[src/rtl/ks_data_path_gen.sv]
// K&S processor data path, parametrised in data width, register count and memory depth.
// Holds IR, PC, register file, ALU flags and the memory address mux; control comes from outside.

package k_and_s_pkg;
  typedef enum logic [4:0] {
    I_NOP, I_LOAD, I_STORE, I_MOVE,
    I_ADD, I_SUB, I_AND, I_OR, I_XOR, I_SHL, I_SHR,
    I_BRANCH, I_BZERO, I_BNEG, I_BOV, I_BNOV, I_BNNEG, I_BNZERO,
    I_HALT
  } decoded_instruction_type;
endpackage

module ks_data_path_gen
  import k_and_s_pkg::*;
#(
  parameter int DATA_W   = 16,
  parameter int NUM_REGS = 4,
  parameter int ADDR_W   = 5
) (
  input  logic                    clk,
  input  logic                    rst_n,
  input  logic                    branch,
  input  logic                    pc_enable,
  input  logic                    ir_enable,
  input  logic                    addr_sel,
  input  logic                    c_sel,
  input  logic                    write_reg_enable,
  input  logic                    flags_reg_enable,
  input  logic [2:0]              operation,
  output decoded_instruction_type decoded_instruction,
  output logic                    zero_op,
  output logic                    neg_op,
  output logic                    unsigned_overflow,
  output logic                    signed_overflow,
  output logic [ADDR_W-1:0]       ram_addr,
  output logic [DATA_W-1:0]       data_out,
  input  logic [DATA_W-1:0]       data_in
);

  localparam int RSEL_W = $clog2(NUM_REGS);

  logic [DATA_W-1:0] ir;
  logic [ADDR_W-1:0] pc;
  logic [DATA_W-1:0] regs [NUM_REGS];

  logic [7:0]        opcode;
  logic [ADDR_W-1:0] mem_addr;
  logic [RSEL_W-1:0] a_idx, b_idx, c_idx;
  logic [DATA_W-1:0] bus_a, bus_b;
  logic [DATA_W-1:0] alu_out;
  logic              alu_uovf, alu_sovf;
  logic [DATA_W:0]   sum_ext, diff_ext;
  decoded_instruction_type dec;

  // Not every IR bit belongs to a field for every parameter set.
  logic ir_unused;
  assign ir_unused = ^ir;

  assign opcode   = ir[DATA_W-1 -: 8];
  assign mem_addr = ir[ADDR_W-1:0];

  always_comb begin
    dec = I_NOP;
    case (opcode)
      8'h81:   dec = I_LOAD;
      8'h82:   dec = I_STORE;
      8'h91:   dec = I_MOVE;
      8'hA1:   dec = I_ADD;
      8'hA2:   dec = I_SUB;
      8'hA3:   dec = I_AND;
      8'hA4:   dec = I_OR;
      8'hA5:   dec = I_XOR;
      8'hA6:   dec = I_SHL;
      8'hA7:   dec = I_SHR;
      8'h01:   dec = I_BRANCH;
      8'h02:   dec = I_BZERO;
      8'h03:   dec = I_BNEG;
      8'h05:   dec = I_BOV;
      8'h06:   dec = I_BNOV;
      8'h0A:   dec = I_BNNEG;
      8'h0B:   dec = I_BNZERO;
      8'hFF:   dec = I_HALT;
      default: dec = I_NOP;
    endcase
  end

  assign decoded_instruction = dec;

  // Register selects depend on the instruction format; unused selects read/write R0.
  always_comb begin
    a_idx = '0;
    b_idx = '0;
    c_idx = '0;
    case (dec)
      I_LOAD:  c_idx = ir[ADDR_W +: RSEL_W];
      I_STORE: a_idx = ir[ADDR_W +: RSEL_W];
      I_MOVE: begin
        c_idx = ir[RSEL_W +: RSEL_W];
        a_idx = ir[0 +: RSEL_W];
        b_idx = ir[0 +: RSEL_W];
      end
      I_ADD, I_SUB, I_AND, I_OR, I_XOR, I_SHL, I_SHR: begin
        a_idx = ir[0 +: RSEL_W];
        b_idx = ir[RSEL_W +: RSEL_W];
        c_idx = ir[2*RSEL_W +: RSEL_W];
      end
      default: ;
    endcase
  end

  assign bus_a    = regs[a_idx];
  assign bus_b    = regs[b_idx];
  assign data_out = bus_a;
  assign ram_addr = addr_sel ? pc : mem_addr;

  assign sum_ext  = {1'b0, bus_a} + {1'b0, bus_b};
  assign diff_ext = {1'b0, bus_a} - {1'b0, bus_b};

  always_comb begin
    alu_out  = bus_a;
    alu_uovf = 1'b0;
    alu_sovf = 1'b0;
    case (operation)
      3'b000: alu_out = bus_a | bus_b;
      3'b001: begin
        alu_out  = sum_ext[DATA_W-1:0];
        alu_uovf = sum_ext[DATA_W];
        // carry into the MSB recovered from the sum bit, compared with carry out
        alu_sovf = (sum_ext[DATA_W-1] ^ bus_a[DATA_W-1] ^ bus_b[DATA_W-1]) ^ sum_ext[DATA_W];
      end
      3'b010: begin
        alu_out  = diff_ext[DATA_W-1:0];
        alu_uovf = diff_ext[DATA_W];
        alu_sovf = (bus_a[DATA_W-1] != bus_b[DATA_W-1]) &&
                   (diff_ext[DATA_W-1] != bus_a[DATA_W-1]);
      end
      3'b011: alu_out = bus_a & bus_b;
      3'b100: alu_out = bus_a ^ bus_b;
      3'b101: begin
        alu_out  = {bus_a[DATA_W-2:0], 1'b0};
        alu_uovf = bus_a[DATA_W-1];
      end
      3'b110: begin
        alu_out  = {1'b0, bus_a[DATA_W-1:1]};
        alu_uovf = bus_a[0];
      end
      default: alu_out = bus_a;
    endcase
  end

  always_ff @(posedge clk or negedge rst_n) begin
    if (!rst_n) begin
      ir <= '0;
      pc <= '0;
    end else begin
      if (ir_enable) ir <= data_in;
      if (pc_enable) pc <= branch ? mem_addr : pc + 1'b1;
    end
  end

  always_ff @(posedge clk or negedge rst_n) begin
    if (!rst_n) begin
      for (int i = 0; i < NUM_REGS; i++) regs[i] <= '0;
    end else if (write_reg_enable) begin
      regs[c_idx] <= c_sel ? alu_out : data_in;
    end
  end

  always_ff @(posedge clk or negedge rst_n) begin
    if (!rst_n) begin
      zero_op           <= 1'b0;
      neg_op            <= 1'b0;
      unsigned_overflow <= 1'b0;
      signed_overflow   <= 1'b0;
    end else if (flags_reg_enable) begin
      zero_op           <= (alu_out == '0);
      neg_op            <= alu_out[DATA_W-1];
      unsigned_overflow <= alu_uovf;
      signed_overflow   <= alu_sovf;
    end
  end

endmodule

[config.mk]
export PLATFORM = sky130hd
export DESIGN_NAME = ks_data_path_gen
export DESIGN_NICKNAME = d
export VERILOG_FILES = /design/src/rtl/ks_data_path_gen.sv
export SDC_FILE = /design/constraint.sdc
export NUM_CORES = 1
export LEC_CHECK = 0
export ABC_AREA = 1
export CORE_ASPECT_RATIO = 1.2
export CORE_MARGIN = 1.5
export CORE_UTILIZATION = 60
export CTS_CLUSTER_DIAMETER = 150
export DETAILED_ROUTE_END_ITERATION = 16
export HOLD_SLACK_MARGIN = 0.05
export PLACE_DENSITY = 0.89
export SKIP_CTS_REPAIR_TIMING = 1
export SKIP_LAST_GASP = 1
export SLEW_MARGIN = 20
export SYNTH_ARGS = -nofsm -noshare
export SYNTH_HDL_FRONTEND = slang
export SYNTH_SLANG_ARGS = --single-unit
[constraint.sdc]
create_clock -name clk -period 8.5 [get_ports clk]
set_input_delay 2.55 -clock clk [delete_from_list [all_inputs] [get_ports clk]]
set_output_delay 2.55 -clock clk [all_outputs]
set_load 0.05 [all_outputs]
==> results of run 1 <==
-- stage by stage --
stage | power, W | std cells | area [µm²] | hold slack, ns
after floorplan | 0.001303 | 1271 | 8127 | 0.4657
after global placement | 0.001559 | 1448 | 8720 | 0.4655
after detailed placement | 0.001584 | 1448 | 8720 | 0.4677
after CTS | 0.002044 | 1464 | 9064 | 0.4841
after global routing | 0.002209 | 1464 | 9075 | 0.4970
final | 0.002071 | 1464 | 9075 | 0.4800
-- registers in the layout, summed over array words and instances, names as in the netlist --
| signal | flops |
|---|---|
| regs | 64 |
| neg_op | 1 |
| unsigned_overflow | 1 |
| pc | 5 |
| signed_overflow | 1 |
| zero_op | 1 |
| ir | 15 |
-- metal layers --
| metal | part of all wire (%) | global-route usage (%) |
|---|---|---|
| met1 | 39 | 44.79 |
| met3 | 8.6 | 5.754 |
| met2 | 48 | 60.00 |
| met4 | 4.7 | 18.72 |
| met5 | 0 | 0 |
-- area by class of cell --
cell class                      instances  area (µm²)  area share, %
Clock buffer                            9       225.2          2.482
Inverter                              146       548.0          6.039
Timing Repair Buffer                   66       639.4          7.045
Multi-Input combinational cell        980        5131          56.54
Clock inverter                          7       118.9          1.310
Sequential cell                        88        2202          24.27
Tap cell                              168       210.2          2.316
-- cell usage after synthesis, types with 3 or more instances --
cell / number
nand2_1: 317
nand3_1: 142
inv_1: 141
o21ai_0: 128
nor2_1: 113
dfrtp_1: 88
a21oi_1: 57
ha_1: 53
clkbuf_1: 42
or2_2: 33
o21ai_1: 23
a32oi_1: 16
nand4_1: 13
nor3_1: 13
o21ai_2: 9
buf_2: 7
nor4_1: 7
nand2_2: 6
o211ai_1: 5
o22ai_1: 5
xor2_1: 5
buf_4: 4
inv_2: 4
a311oi_1: 3
o2111ai_1: 3
o21a_1: 3
o221ai_1: 3
-- critical path: stages --
cell             delay [ns]
clkdlybuf4s50_1        0.61
nand2_1                0.08
o21ai_0                0.08
clkdlybuf4s50_1        0.83
-- cell families after synthesis --
group	share of synthesized area, %
AO/OA/AOI/OAI	18.97
XOR/XNOR	0.6466
adder cells (fa/ha/maj)	8.653
buffers and inverters	9.854
flip-flops	27.10
multiplexers	0.1386
AND/OR/NAND/NOR	34.64
-- report_power, final --
group / switching (W) / internal (W) / total [W] / leakage [nW]
Clock: 0.000166 / 0.000287 / 0.000453 / 0.162
Combinational: 0.000720 / 0.000340 / 0.00106 / 3.23
Sequential: 0.0000631 / 0.000495 / 0.000558 / 1.13
-- final timing paths --
path                                     startpoint              endpoint  cells past startpoint
worst max-delay path                       addr_sel           ram_addr[0]                      4
worst min-delay path            zero_op$_DFFE_PN0P_   zero_op$_DFFE_PN0P_                      2
worst max register to register   ir[14]$_DFFE_PN0P_  regs[29]$_DFFE_PN0P_                     27
worst min register to register  zero_op$_DFFE_PN0P_   zero_op$_DFFE_PN0P_                      2
max in group asynchronous                     rst_n  regs[44]$_DFFE_PN0P_                      1
min in group asynchronous                     rst_n  regs[34]$_DFFE_PN0P_                      1
==> impl_metrics.py, run 1 <==
metrics = {
    "cells_and_area": {
        "final_util_pct": 68.55,
        "num-fill-cells": 1140,
        "areaGrowthSynthToFinish_pct": 11.67,
        "layout.nets": 1374,
        "layout_commonest_cell": "nand2_1",
        "drive_above_1_share_pct": 6.790,
        "final_cell_mix": "314 x nand2_1, 142 x nand3_1, 141 x inv_1",
        "diodes": 0,
    },
    "route": {
        "drt_iter0_drc": 1019,
        "drt-total-wl_mm": 24.74,
        "ant_nets": 0,
        "drt-pass1-iter-count": 6,
        "vias_per_cell": 6.122,
        "drc_errors": 0,
        "avgRoutedWirePerCell_um": 16.90,
        "vias": 8963,
    },
    "timing": {
        "worst_pin_slew_ns": 1.066,
        "max_freq_mhz": 149.3,
        "final-max-slew-violation-count": 0,
        "setup_viol": 0,
        "rsz0062_at_grt": "no",
        "period_needed_ns": 6.698,
        "hold_violations": 0,
        "finalSetupTns_ns": 0,
        "max_slew_margin_pct": 28.77,
        "fin_ws_ns": 1.802,
        "fin_crit_sh_pct": 78.80,
        "finClkSkew_ns": 0.008628,
    },
    "worst_setup_path": {
        "ff2ff_setup_slack_ns": 2.94,
        "critPathRequiredTime_ns": 5.95,
        "endpoint_kind": "output port",
        "cp-start-kind": "input pin",
        "path_max_fanout": 10,
        "worstSetupPathType": "input pin to output port",
        "arrival_ns": 4.15,
    },
    "yosys": {
        "synth_cell_types": 49,
        "postSynth.asyncResetShare_pct": 100.0,
        "synth_edf_count": 0,
        "synth_nets": 1354,
        "synth_seq_cells": 88,
        "avgSynthCellArea_um2": 6.394,
        "yosysTopAreaCell": "dfrtp_1",
        "synth_cells": 1271,
        "yosysSeqAreaShare_pct": 27.10,
        "yosys_warnings": 0,
        "ys.flop_type": "dfrtp_1",
        "synth_top_cell_area_share_pct": 27.10,
        "synth_area_um2": 8127,
        "synth_area_leaders": "dfrtp_1 27%, nand2_1 15%, nand3_1 8.7%, ha_1 8.2%, o21ai_0 7.9%",
    },
    "grt": {
        "grt-ovfl-total": 0,
        "antenna_found_initial": 0,
        "grt_pass1_vias": 8377,
        "grt_usage_pct": 35.93,
        "grt_start_max_net_pins": 89,
        "grt_pass1_wl_mm": 40.28,
    },
    "min_path": {
        "min_path_type": "flop to flop",
    },
    "placed_design": {
        "numPortBuffers": 57,
        "pre_cts_slack_ns": 1.798,
        "dp_hpwl_mm": 18.07,
        "gp_congestion": 0.9575,
    },
    "die": {
        "dieHeight_um": 130.5,
        "fp.dieW_um": 109.2,
        "initial_core_util_pct": 61.39,
        "rows": 46,
        "dieArea_um2": 14250,
        "io_pins": 58,
        "core_area_um2": 13240,
    },
    "cts": {
        "h-tree-depth": 3,
        "cts.reportedPaths.clkPinSlew_ns": 0.06,
        "cts_tree": "yes",
        "worstSkewPairLatency_ns": 0.35,
        "cts_buffers": 9,
        "cts_root_buffer": "clkbuf_16",
        "clk_path_buf_depth": 2,
        "clkSinkCount": 88,
    },
    "power_and_ir_drop": {
        "p_leak_nw": 4.522,
        "ir_drop_mv": 0.1243,
        "powerDensity_nw_per_um2": 228.2,
    },
    "status": {
        "status": "finished, final reports clean",
    },
    "job": {
        "drv_cap": 0,
    },
}
Note: power is estimated with default switching activity, not from simulation.
==> run 2, diff against run 1 <==
Clock period 8.5 ns to 6.5 ns, I/O delays scaled along.
==> run 2 against run 1 <==
  * Clock power up 2%
  * Power increased by 24%
  * Non-clock buffer count up 2
  * Die area did not move
  * Sequential power up 31%
  * Routed wire length is 1.3% lower
  * Critical endpoint is now data_out[1]
  * Largest cell class unchanged
  * Highest routed layer unchanged
==> impl_metrics.py, run 2 (synthesis gave the netlist of run 1 again) <==
metrics = {
    "status": {
        "status": "finished, final reports clean",
    },
    "timing": {
        "finalSetupTns_ns": 0,
        "fin_ws_ns": 0.7247,
        "worst_pin_slew_ns": 0.9916,
        "fin_crit_sh_pct": 88.85,
        "hold_violations": 0,
        "rsz0062_at_grt": "no",
        "max_freq_mhz": 173.2,
        "period_needed_ns": 5.775,
        "setup_viol": 0,
        "final-max-slew-violation-count": 0,
        "finClkSkew_ns": 0.005392,
        "max_slew_margin_pct": 33.73,
    },
    "worst_setup_path": {
        "endpoint_kind": "output port",
        "path_max_fanout": 34,
        "worstSetupPathType": "flop to output port",
        "critPathRequiredTime_ns": 4.55,
        "arrival_ns": 3.83,
        "cp-start-kind": "flop",
    },
    "cells_and_area": {
        "layout.nets": 1376,
        "final_cell_mix": "314 x nand2_1, 142 x nand3_1, 141 x inv_1",
        "num-fill-cells": 1175,
        "drive_above_1_share_pct": 6.708,
        "reg_top3": "regs (64), ir (15), pc (5)",
        "layout_commonest_cell": "nand2_1",
        "top_register": "regs",
        "largest_reg_flops": 64,
        "areaGrowthSynthToFinish_pct": 10.76,
        "diodes": 0,
    },
    "die": {
        "initial_core_util_pct": 61.39,
        "rows": 46,
        "fp.dieW_um": 109.2,
        "io_pins": 58,
        "dieArea_um2": 14250,
        "dieHeight_um": 130.5,
        "core_area_um2": 13240,
    },
    "cts": {
        "clk_path_buf_depth": 2,
        "cts_tree": "yes",
        "worstSkewPairLatency_ns": 0.34,
        "h-tree-depth": 3,
        "cts.reportedPaths.clkPinSlew_ns": 0.06,
        "cts_root_buffer": "clkbuf_16",
        "cts_buffers": 9,
        "clkSinkCount": 88,
    },
    "grt": {
        "antenna_found_initial": 0,
        "grt_usage_pct": 35.88,
        "grt_pass1_vias": 8253,
        "grt-ovfl-total": 0,
        "grt_pass1_wl_mm": 39.88,
        "grt_start_max_net_pins": 89,
    },
    "power_and_ir_drop": {
        "ir_drop_mv": 0.1601,
        "p_leak_nw": 4.495,
        "powerDensity_nw_per_um2": 285.6,
    },
    "route": {
        "avgRoutedWirePerCell_um": 16.66,
        "ant_nets": 0,
        "vias": 8896,
        "drt-total-wl_mm": 24.41,
        "drt-pass1-iter-count": 6,
        "drt_iter0_drc": 1184,
        "drc_errors": 0,
        "vias_per_cell": 6.072,
    },
    "placed_design": {
        "gp_congestion": 0.9880,
        "pre_cts_slack_ns": 0.9747,
        "numPortBuffers": 57,
        "dp_hpwl_mm": 18.35,
    },
    "job": {
        "drv_cap": 0,
    },
    "min_path": {
        "min_path_type": "flop to flop",
    },
}
==> run 2: changes by cell type in the layout (fill, tap and decap cells not counted), sizes merged <==
cell | before | now
bufinv | 3 | 0
buf | 10 | 12
clkbuf | 9 | 11
clkinv | 2 | 4
clkinvlp | 2 | 1
inv | 146 | 145
==> run 2: where the power goes <==
part           internal, W  switching [W]  total, W  leakage, nW
clock network     0.000255       0.000207  0.000462        0.125
logic             0.000445       0.000935   0.00138         3.24
registers         0.000648      0.0000816  0.000729         1.13
total              0.00135        0.00122   0.00257         4.50
==> run 2: metrics by stage <==
step	utilization, %	cell area (µm²)	power [W]	instances	hold slack (ns)
after global placement	65.98	8735	0.002045	1450	0.4656
final	68.00	9001	0.002571	1465	0.4782
after global routing	68.00	9001	0.002759	1465	0.4981
after detailed placement	65.98	8735	0.002078	1450	0.4675
after floorplan	-	8127	0.001704	1271	0.4657
after CTS	67.91	8990	0.002542	1465	0.4828
==> run 2: path summary, 6_finish.rpt <==
| kind | slack [ns] | endpoint | depth (start not counted) | start |
|---|---|---|---|---|
| worst max-delay path | 0.72 | data_out[1] | 12 | ir[10]$_DFFE_PN0P_ |
| worst min-delay path | 0.48 | signed_overflow$_DFFE_PN0P_ | 2 | signed_overflow$_DFFE_PN0P_ |
| worst max register to register | 1.17 | regs[29]$_DFFE_PN0P_ | 27 | ir[10]$_DFFE_PN0P_ |
| worst min register to register | 0.48 | signed_overflow$_DFFE_PN0P_ | 2 | signed_overflow$_DFFE_PN0P_ |
| max in group asynchronous | 4.30 | regs[44]$_DFFE_PN0P_ | 1 | rst_n |
| min in group asynchronous | 1.67 | regs[2]$_DFFE_PN0P_ | 1 | rst_n |
==> run 2: routing by layer <==
metal | share of wire (%) | wire length, µm | vias up | global-route usage (%)
li1 | - | - | 4255 | -
met1 | 39 | 9605 | 4062 | 45.97
met2 | 48 | 11610 | 495 | 59.56
met3 | 8.7 | 2121 | 84 | 5.357
met4 | 4.4 | 1077 | 0 | 17.04
met5 | 0 | 0 | - | 0
==> run 2: layout make-up <==
class                      count  area, µm²  area share, %
tap                          168      210.2          2.335
sequential                    88       2202          24.46
clock buffer                  11      232.7          2.585
timing repair buffer          68      654.4          7.270
clock inverter                 4      22.52         0.2502
inverter                     146      548.0          6.088
multi-input combinational    980       5131          57.01
==> run 2: worst max-delay path, cell delays in order (launching register included) <==
cell,delay (ns)
dfrtp_1,0.39
inv_1,0.09
nand2_1,0.14
nor2_1,0.23
nand3_1,0.16
nand3_2,0.15
nand2_2,0.40
nand2_4,0.49
nand2_1,0.10
nand3_1,0.13
nand2_1,0.15
inv_1,0.20
clkdlybuf4s50_1,0.83
